## config.mk

```make
export PLATFORM = sky130hd
export DESIGN_NAME = template_matcher
export DESIGN_NICKNAME = d
export VERILOG_FILES = /design/src/rtl/tm_pkg.sv /design/src/rtl/tm_template_ram.sv /design/src/rtl/template_matcher.sv
export SDC_FILE = /design/constraint.sdc
export NUM_CORES = 1
export LEC_CHECK = 0
export ABC_AREA = 1
export BUFFER_PORTS_ARGS = -buffer_cell sky130_fd_sc_hd__buf_2
export CAP_MARGIN = 20
export CORE_MARGIN = 10
export CORE_UTILIZATION = 30
export CTS_CLUSTER_SIZE = 20
export DETAILED_ROUTE_END_ITERATION = 10
export GPL_TIMING_DRIVEN = 0
export RECOVER_POWER = 50
export SLEW_MARGIN = 20
export SYNTH_ARGS = -nofsm -noshare
export SYNTH_HDL_FRONTEND = slang
export SYNTH_SLANG_ARGS = --single-unit
```

## constraint.sdc

```tcl
create_clock -name iCLK -period 25.7 [get_ports iCLK]
set_input_delay 1.285 -clock iCLK [delete_from_list [all_inputs] [get_ports iCLK]]
set_output_delay 1.285 -clock iCLK [all_outputs]
set_load 0.005 [all_outputs]
```

## src/rtl/tm_pkg.sv

```systemverilog
// Shared definitions for the template matcher: FSM state encoding,
// default geometry/pixel constants and a window-range helper.
package tm_pkg;

    localparam int TM_TPL_W    = 16;
    localparam int TM_TPL_H    = 16;
    localparam int TM_HALVING  = 3;
    localparam int TM_PIX_W    = 10;
    localparam int TM_COORD_W  = 13;

    typedef enum logic [2:0] {
        IDLE   = 3'd0,
        ARMED  = 3'd1,
        ACCUM  = 3'd2,
        DRAIN  = 3'd3,
        REPORT = 3'd4
    } tm_state_e;

    // True when a signed pixel offset is non-negative and its cell index
    // (offset / 2**halving) lies inside a template axis of 'cells' cells.
    function automatic logic tm_axis_in(input logic [TM_COORD_W:0] d,
                                        input int halving,
                                        input int cells);
        return (d[TM_COORD_W] == 1'b0) && ((32'(d) >> halving) < 32'(cells));
    endfunction

endpackage

```

## src/rtl/tm_template_ram.sv

```systemverilog
// Template cell store: a flop array that powers up all-white, accepts
// writes only when the controller allows them, and returns a registered
// cell bit one cycle after the read address is presented.
module tm_template_ram #(
    parameter int DEPTH  = 256,
    parameter int ADDR_W = 8
) (
    input  logic              clk,
    input  logic              rst,
    input  logic              wr_allow,
    input  logic              wr_en,
    input  logic [ADDR_W-1:0] wr_addr,
    input  logic              wr_data,
    input  logic [ADDR_W-1:0] rd_addr,
    output logic              rd_data
);

    logic [DEPTH-1:0] mem_q;
    logic             rd_q;

    // Cell array: reset to all ones, writes outside the allowed states are dropped
    always_ff @(posedge clk or posedge rst) begin
        if (rst) begin
            mem_q <= '1;
        end else if (wr_en && wr_allow) begin
            mem_q[wr_addr] <= wr_data;
        end else begin
            mem_q <= mem_q;
        end
    end

    // Registered cell read feeding pipeline stage 2
    always_ff @(posedge clk or posedge rst) begin
        if (rst) begin
            rd_q <= 1'b0;
        end else begin
            rd_q <= mem_q[rd_addr];
        end
    end

    assign rd_data = rd_q;

endmodule

```

## src/rtl/template_matcher.sv

```systemverilog
// Binary template matcher: counts pixels of one frame whose binarised
// value equals the template cell they fall into, over a window anchored
// at a latched origin, and reports the count once per armed frame.
// Optional overlay output is enabled by defining TEMPLATE_MATCHER_OVERLAY_EN;
// otherwise oOVL_VAL is tied to zero.
module template_matcher
    import tm_pkg::*;
#(
    parameter  int TPL_W   = TM_TPL_W,
    parameter  int TPL_H   = TM_TPL_H,
    parameter  int HALVING = TM_HALVING,
    parameter  int PIX_W   = TM_PIX_W,
    localparam int SCORE_W = $clog2(TPL_W * TPL_H * (4 ** HALVING)) + 1,
    localparam int ADDR_W  = $clog2(TPL_W * TPL_H)
) (
    input  logic               iCLK,
    input  logic               iRST,
    input  logic [12:0]        iX,
    input  logic [12:0]        iY,
    input  logic               iDVAL,
    input  logic               iFVAL,
    input  logic [PIX_W-1:0]   iPIX,
    input  logic [PIX_W-1:0]   iPIX_THR,
    input  logic [12:0]        iORG_X,
    input  logic [12:0]        iORG_Y,
    input  logic               iSTART,
    input  logic               iWR_EN,
    input  logic [ADDR_W-1:0]  iWR_ADDR,
    input  logic               iWR_DATA,
    input  logic [SCORE_W-1:0] iMATCH_THR,
    output logic               oBUSY,
    output logic [SCORE_W-1:0] oSCORE,
    output logic               oMATCH,
    output logic               oVALID,
    output logic [PIX_W-1:0]   oOVL_VAL
);

    tm_state_e state_q, state_d;
    logic      fval_q;
    logic      drain_cnt_q, drain_cnt_d;
    logic      fval_rise_s, fval_fall_s, wr_allow_s, enter_accum_s;

    logic [12:0]        org_x_q, org_y_q;
    logic [13:0]        dx_s, dy_s, dx_q, dy_q;
    logic               win_s, pbit_s;
    logic               v1_q, pbit1_q, v2_q, pbit2_q, tbit_s;
    logic [ADDR_W-1:0]  rd_addr_s;
    logic [SCORE_W-1:0] acc_q, score_q;
    logic               match_q, valid_q, busy_q;

    assign fval_rise_s   = iFVAL & ~fval_q;
    assign fval_fall_s   = ~iFVAL & fval_q;
    assign wr_allow_s    = (state_q == IDLE) || (state_q == REPORT);
    assign enter_accum_s = (state_q == ARMED) && (state_d == ACCUM);

    // Offsets from the latched origin; the extra top bit carries the sign
    assign dx_s   = {1'b0, iX} - {1'b0, org_x_q};
    assign dy_s   = {1'b0, iY} - {1'b0, org_y_q};
    assign win_s  = iDVAL && tm_axis_in(dx_s, HALVING, TPL_W) && tm_axis_in(dy_s, HALVING, TPL_H);
    assign pbit_s = (iPIX >= iPIX_THR);

    // Cell index of the stage-1 offsets; only meaningful when v1_q is set
    assign rd_addr_s = ADDR_W'(dx_q >> HALVING) + ADDR_W'(TPL_W) * ADDR_W'(dy_q >> HALVING);

    tm_template_ram #(
        .DEPTH  (TPL_W * TPL_H),
        .ADDR_W (ADDR_W)
    ) u_ram (
        .clk      (iCLK),
        .rst      (iRST),
        .wr_allow (wr_allow_s),
        .wr_en    (iWR_EN),
        .wr_addr  (iWR_ADDR),
        .wr_data  (iWR_DATA),
        .rd_addr  (rd_addr_s),
        .rd_data  (tbit_s)
    );

    // Next-state logic: arm, frame-edge driven accumulate, 2-cycle drain, 1-cycle report
    always_comb begin
        state_d     = state_q;
        drain_cnt_d = drain_cnt_q;
        case (state_q)
            IDLE: begin
                if (iSTART) state_d = ARMED;
                else        state_d = IDLE;
            end
            ARMED: begin
                if (fval_rise_s) state_d = ACCUM;
                else             state_d = ARMED;
            end
            ACCUM: begin
                if (fval_fall_s) begin
                    state_d     = DRAIN;
                    drain_cnt_d = 1'b0;
                end else begin
                    state_d = ACCUM;
                end
            end
            DRAIN: begin
                if (drain_cnt_q) begin
                    state_d = REPORT;
                end else begin
                    drain_cnt_d = 1'b1;
                end
            end
            REPORT:  state_d = IDLE;
            default: state_d = IDLE;
        endcase
    end

    // State register and frame-valid history for edge detection
    always_ff @(posedge iCLK or posedge iRST) begin
        if (iRST) begin
            state_q     <= IDLE;
            drain_cnt_q <= 1'b0;
            fval_q      <= 1'b0;
        end else begin
            state_q     <= state_d;
            drain_cnt_q <= drain_cnt_d;
            fval_q      <= iFVAL;
        end
    end

    // Window origin is captured once per frame so mid-frame changes are ignored
    always_ff @(posedge iCLK or posedge iRST) begin
        if (iRST) begin
            org_x_q <= 13'd0;
            org_y_q <= 13'd0;
        end else if (enter_accum_s) begin
            org_x_q <= iORG_X;
            org_y_q <= iORG_Y;
        end else begin
            org_x_q <= org_x_q;
            org_y_q <= org_y_q;
        end
    end

    // Stages 1 and 2: offsets/in-window, then template bit (from RAM) and pixel bit
    always_ff @(posedge iCLK or posedge iRST) begin
        if (iRST) begin
            dx_q    <= 14'd0;
            dy_q    <= 14'd0;
            v1_q    <= 1'b0;
            pbit1_q <= 1'b0;
            v2_q    <= 1'b0;
            pbit2_q <= 1'b0;
        end else begin
            dx_q    <= dx_s;
            dy_q    <= dy_s;
            v1_q    <= win_s && (state_q == ACCUM);
            pbit1_q <= pbit_s;
            v2_q    <= v1_q;
            pbit2_q <= pbit1_q;
        end
    end

    // Stage 3: count in-window pixels whose bit equals the template bit
    always_ff @(posedge iCLK or posedge iRST) begin
        if (iRST) begin
            acc_q <= '0;
        end else if (enter_accum_s) begin
            acc_q <= '0;
        end else if (v2_q && (tbit_s == pbit2_q)) begin
            acc_q <= acc_q + SCORE_W'(1);
        end else begin
            acc_q <= acc_q;
        end
    end

    // Result and status registers, aligned with the REPORT state
    always_ff @(posedge iCLK or posedge iRST) begin
        if (iRST) begin
            score_q <= '0;
            match_q <= 1'b0;
            valid_q <= 1'b0;
            busy_q  <= 1'b0;
        end else begin
            valid_q <= (state_d == REPORT);
            busy_q  <= (state_d == ARMED) || (state_d == ACCUM);
            if ((state_d == REPORT) && (state_q != REPORT)) begin
                score_q <= acc_q;
                match_q <= (acc_q >= iMATCH_THR);
            end else begin
                score_q <= score_q;
                match_q <= match_q;
            end
        end
    end

    assign oBUSY  = busy_q;
    assign oSCORE = score_q;
    assign oMATCH = match_q;
    assign oVALID = valid_q;

`ifdef TEMPLATE_MATCHER_OVERLAY_EN
    logic             ovw1_q, ovw2_q;
    logic [PIX_W-1:0] pix1_q, pix2_q, ovl_q;

    // Overlay: paint template cells over the window, pass the pixel through elsewhere
    always_ff @(posedge iCLK or posedge iRST) begin
        if (iRST) begin
            ovw1_q <= 1'b0;
            ovw2_q <= 1'b0;
            pix1_q <= '0;
            pix2_q <= '0;
            ovl_q  <= '0;
        end else begin
            ovw1_q <= win_s;
            ovw2_q <= ovw1_q;
            pix1_q <= iPIX;
            pix2_q <= pix1_q;
            if (ovw2_q) begin
                ovl_q <= tbit_s ? '1 : '0;
            end else begin
                ovl_q <= pix2_q;
            end
        end
    end

    assign oOVL_VAL = ovl_q;
`else
    assign oOVL_VAL = '0;
`endif

endmodule

```

==> flow_summary.toml <==
[route]
num_vias = 16400
drc = 0
first_pass_iters = 5
viasPerCell = 4.92
drt_iter0_markers = 1443
wl_per_cell_microns = 19.2
wirelength_microns = 64200
antenna_left = 0

[pwr]
p_comb_frac = 0.398
p_int_mw = 1.21
pwr-share-seq = 0.315
switching_share = 0.415
clkPwrFrac = 0.287
p_switching_mw = 0.858
peakVddDrop_v = 0.0000610
power_density_mw_per_mm2 = 93.2
leakage_nw = 9.31

[timing]
fin_worst_skew_ps = 20.6
finalCritPeriodShare = 0.289
whs_ps = 349
maxSlewHeadroom = -2.63
tightestPinTransition_ps = 5450
finalHoldViolCount = 0
rsz0062_at_grt = "no"
slew_violations = 272
setup_ws_ps = 18260
final.min_clock_period_ps = 7440
max_freq_mhz = 134
tns_ps = 0
setup_viol = 0

[grt]
antenna_found_initial = 6
grt_pass1_wl_microns = 97300
grt_max_degree = 100
grt_pass1_vias = 16100
grt-ovfl-total = 0
grt_use_total = 0.169

[cts]
cts_sinks = 337
hold_buffers = 0
path_clk_slew_ps = 50
clk_latency_ps = 580
cts-root-buf = "clkbuf_16"
cts_tree = "built"
clockBufferDepth = 3
cts_resized = 0
postCtsSetupRepairBufs = 0
htreeDepth = 2
cts_buffers = 42

[critical_path]
reg2reg_to = "u_ram.rd_data"
critPathMaxFanout = 99
crit_start = "iRST"
crit_path_top_delay_cell = "clkbuf_1"
r2r_start = "dx_q[7]"
path_cells = "clkbuf_1 -> clkinvlp_2 -> clkbuf_1 -> buf_16"
worst_ep_required_time_ps = 26360
arrival_ps = 8100
rr_worst_depth = 9
endpoint_kind = "async pin"
r2r_slack_ps = 22840
cp_slowest_stage_delay_ps = 3960
crit_top_cell = "clkbuf_1"
worstSetupPathType = "input pin to async pin"
worstSetupStartpointType = "input pin"

[floorplan]
start_util = 0.304
rows = 92
die_x_microns = 273
core_area_sq_mm = 0.0632
ios = 130
die_h_microns = 273
dieArea_sq_mm = 0.0745

[place]
pre_cts_ws_ps = 22450
gp_congestion = 0.906
postPlaceCellArea_sq_mm = 0.0210
io_buffers = 119
hpwl_microns = 44200

[logic_synthesis]
ys_warn_count = 0
synth-edff-count = 0
synthFlopType = "dfstp_2"
synth_cells = 2289
synth_common_cells = "nand2_1 (715), nand3_1 (281), dfstp_2 (256)"
async_flop_share = 1.00
synth-seq-area-share = 0.456
yosys.area.top_type = "dfstp_2"
ys_types = 47
syn_area_sq_mm = 0.0192
yosysMostFrequentCell = "nand2_1"
syn_avg_cell_area_sq_um = 8.38
synth_seq_cells = 337
synth_top_area_frac = 0.351
synth_area_leaders = "dfstp_2 (35%), nand2_1 (14%), dfrtp_1 (11%), nand3_1 (7.3%), mux2_2 (4.3%)"

[min_path]
hold_depth = 0
whs_endpoint = "v2_q"
hold_start = "v1_q"
hold_path.class = "flip-flop to flip-flop"

[cells_and_area]
final_util = 0.351
stdcell_area_sq_mm = 0.0222
nNetsFinal = 2620
synthToLayoutAreaGrowth_pct = 15.7
drive_gt1_frac = 0.260

[outcome]
violations = "capacitance limit, slew limit"
outcome = "finished, violations left"

[run]
maxCapViolCount = 3
[kinds of logic after synthesis]
family,share of synthesized area
and+or+nand+nor,0.269
muxes,0.0880
xor gates and xnor gates,0.00913
adders and majority gates,0.0356
buffers and inverters,0.0683
DFF,0.456
AOI/OAI and AO/OA,0.0734
other,0.000195
[power by group through the flow]
| stage | logic (mW) | clock network, mW | registers (mW) |
|---|---|---|---|
| after floorplan | 0.509 | 0 | 0.652 |
| after global placement | 0.801 | 0 | 0.659 |
| after detailed placement | 0.806 | 0 | 0.660 |
| after CTS | 0.810 | 0.604 | 0.653 |
| after global routing | 0.890 | 0.626 | 0.661 |
| final | 0.823 | 0.594 | 0.653 |
[registers in the layout, summed over array words and instances, names as in the netlist, 3 cells and up]
| signal | count |
|---|---|
| dx_q | 8 |
| u_ram.mem_q | 256 |
| dy_q | 4 |
| oSCORE | 15 |
| acc_q | 15 |
| org_x_q | 13 |
| state_q | 3 |
| org_y_q | 13 |
[through the flow]
stage	total power, mW	std cells
3_3_place_gp	1.46	3263
3_5_place_dp	1.47	3266
2_1_floorplan	1.16	2298
4_1_cts	2.07	3342
5_1_grt	2.18	3342
6_report	2.07	3343
[cell usage in the layout (no fill, tap or decap), types with 4 or more instances in the layout]
cell type	count
inv_2	4
conb_1	10
nand3_1	282
o21a_1	82
buf_2	157
mux2_1	22
clkbuf_1	71
o21ai_0	95
mux2_4	41
nand4_1	9
xor2_1	17
dfrtp_1	81
nand2_1	715
nor2_1	155
nor2_2	5
inv_1	162
buf_1	7
clkbuf_8	12
nor3_1	18
ha_1	53
mux2_2	73
clkinv_2	7
nor2_4	13
buf_4	17
clkbuf_16	43
nor4_1	4
dfstp_2	256
a21oi_1	39
o21bai_1	4
buf_6	7
[final cells by class]
cell class	count	area (sq um)
flip-flops and latches	337	8750
multi-input cells	1662	9100
diodes	1	2.50
inverters	169	638
clock buffers	63	1270
clock inverters	13	95.1
fillers	6607	41000
well taps	846	1060
repair buffers	122	619
plain buffers	130	663
[routing by layer]
layer,GRT usage,routed length (microns),vias to the layer above
met2,0.269,28900,667
li1,-,-,7795
met5,0,74,-
met4,0.0643,2280,10
met1,0.218,27300,7841
met3,0.0414,5650,133
[how the worst max path moves through the flow]
stage | end | slack, ps
after floorplan | acc_q[0] | 15500
final | u_ram.mem_q[66] | 18260
after global routing | u_ram.mem_q[84] | 17010
after detailed placement | u_ram.mem_q[92] | 22450
after CTS | u_ram.rd_data | 22970
after global placement | oSCORE[11] | 11080
[worst max-delay path, delay by kind of cell]
family / cells / cell delay [ps]
buffers and inverters: 4 / 6680
(Power assumes the default switching activity.)
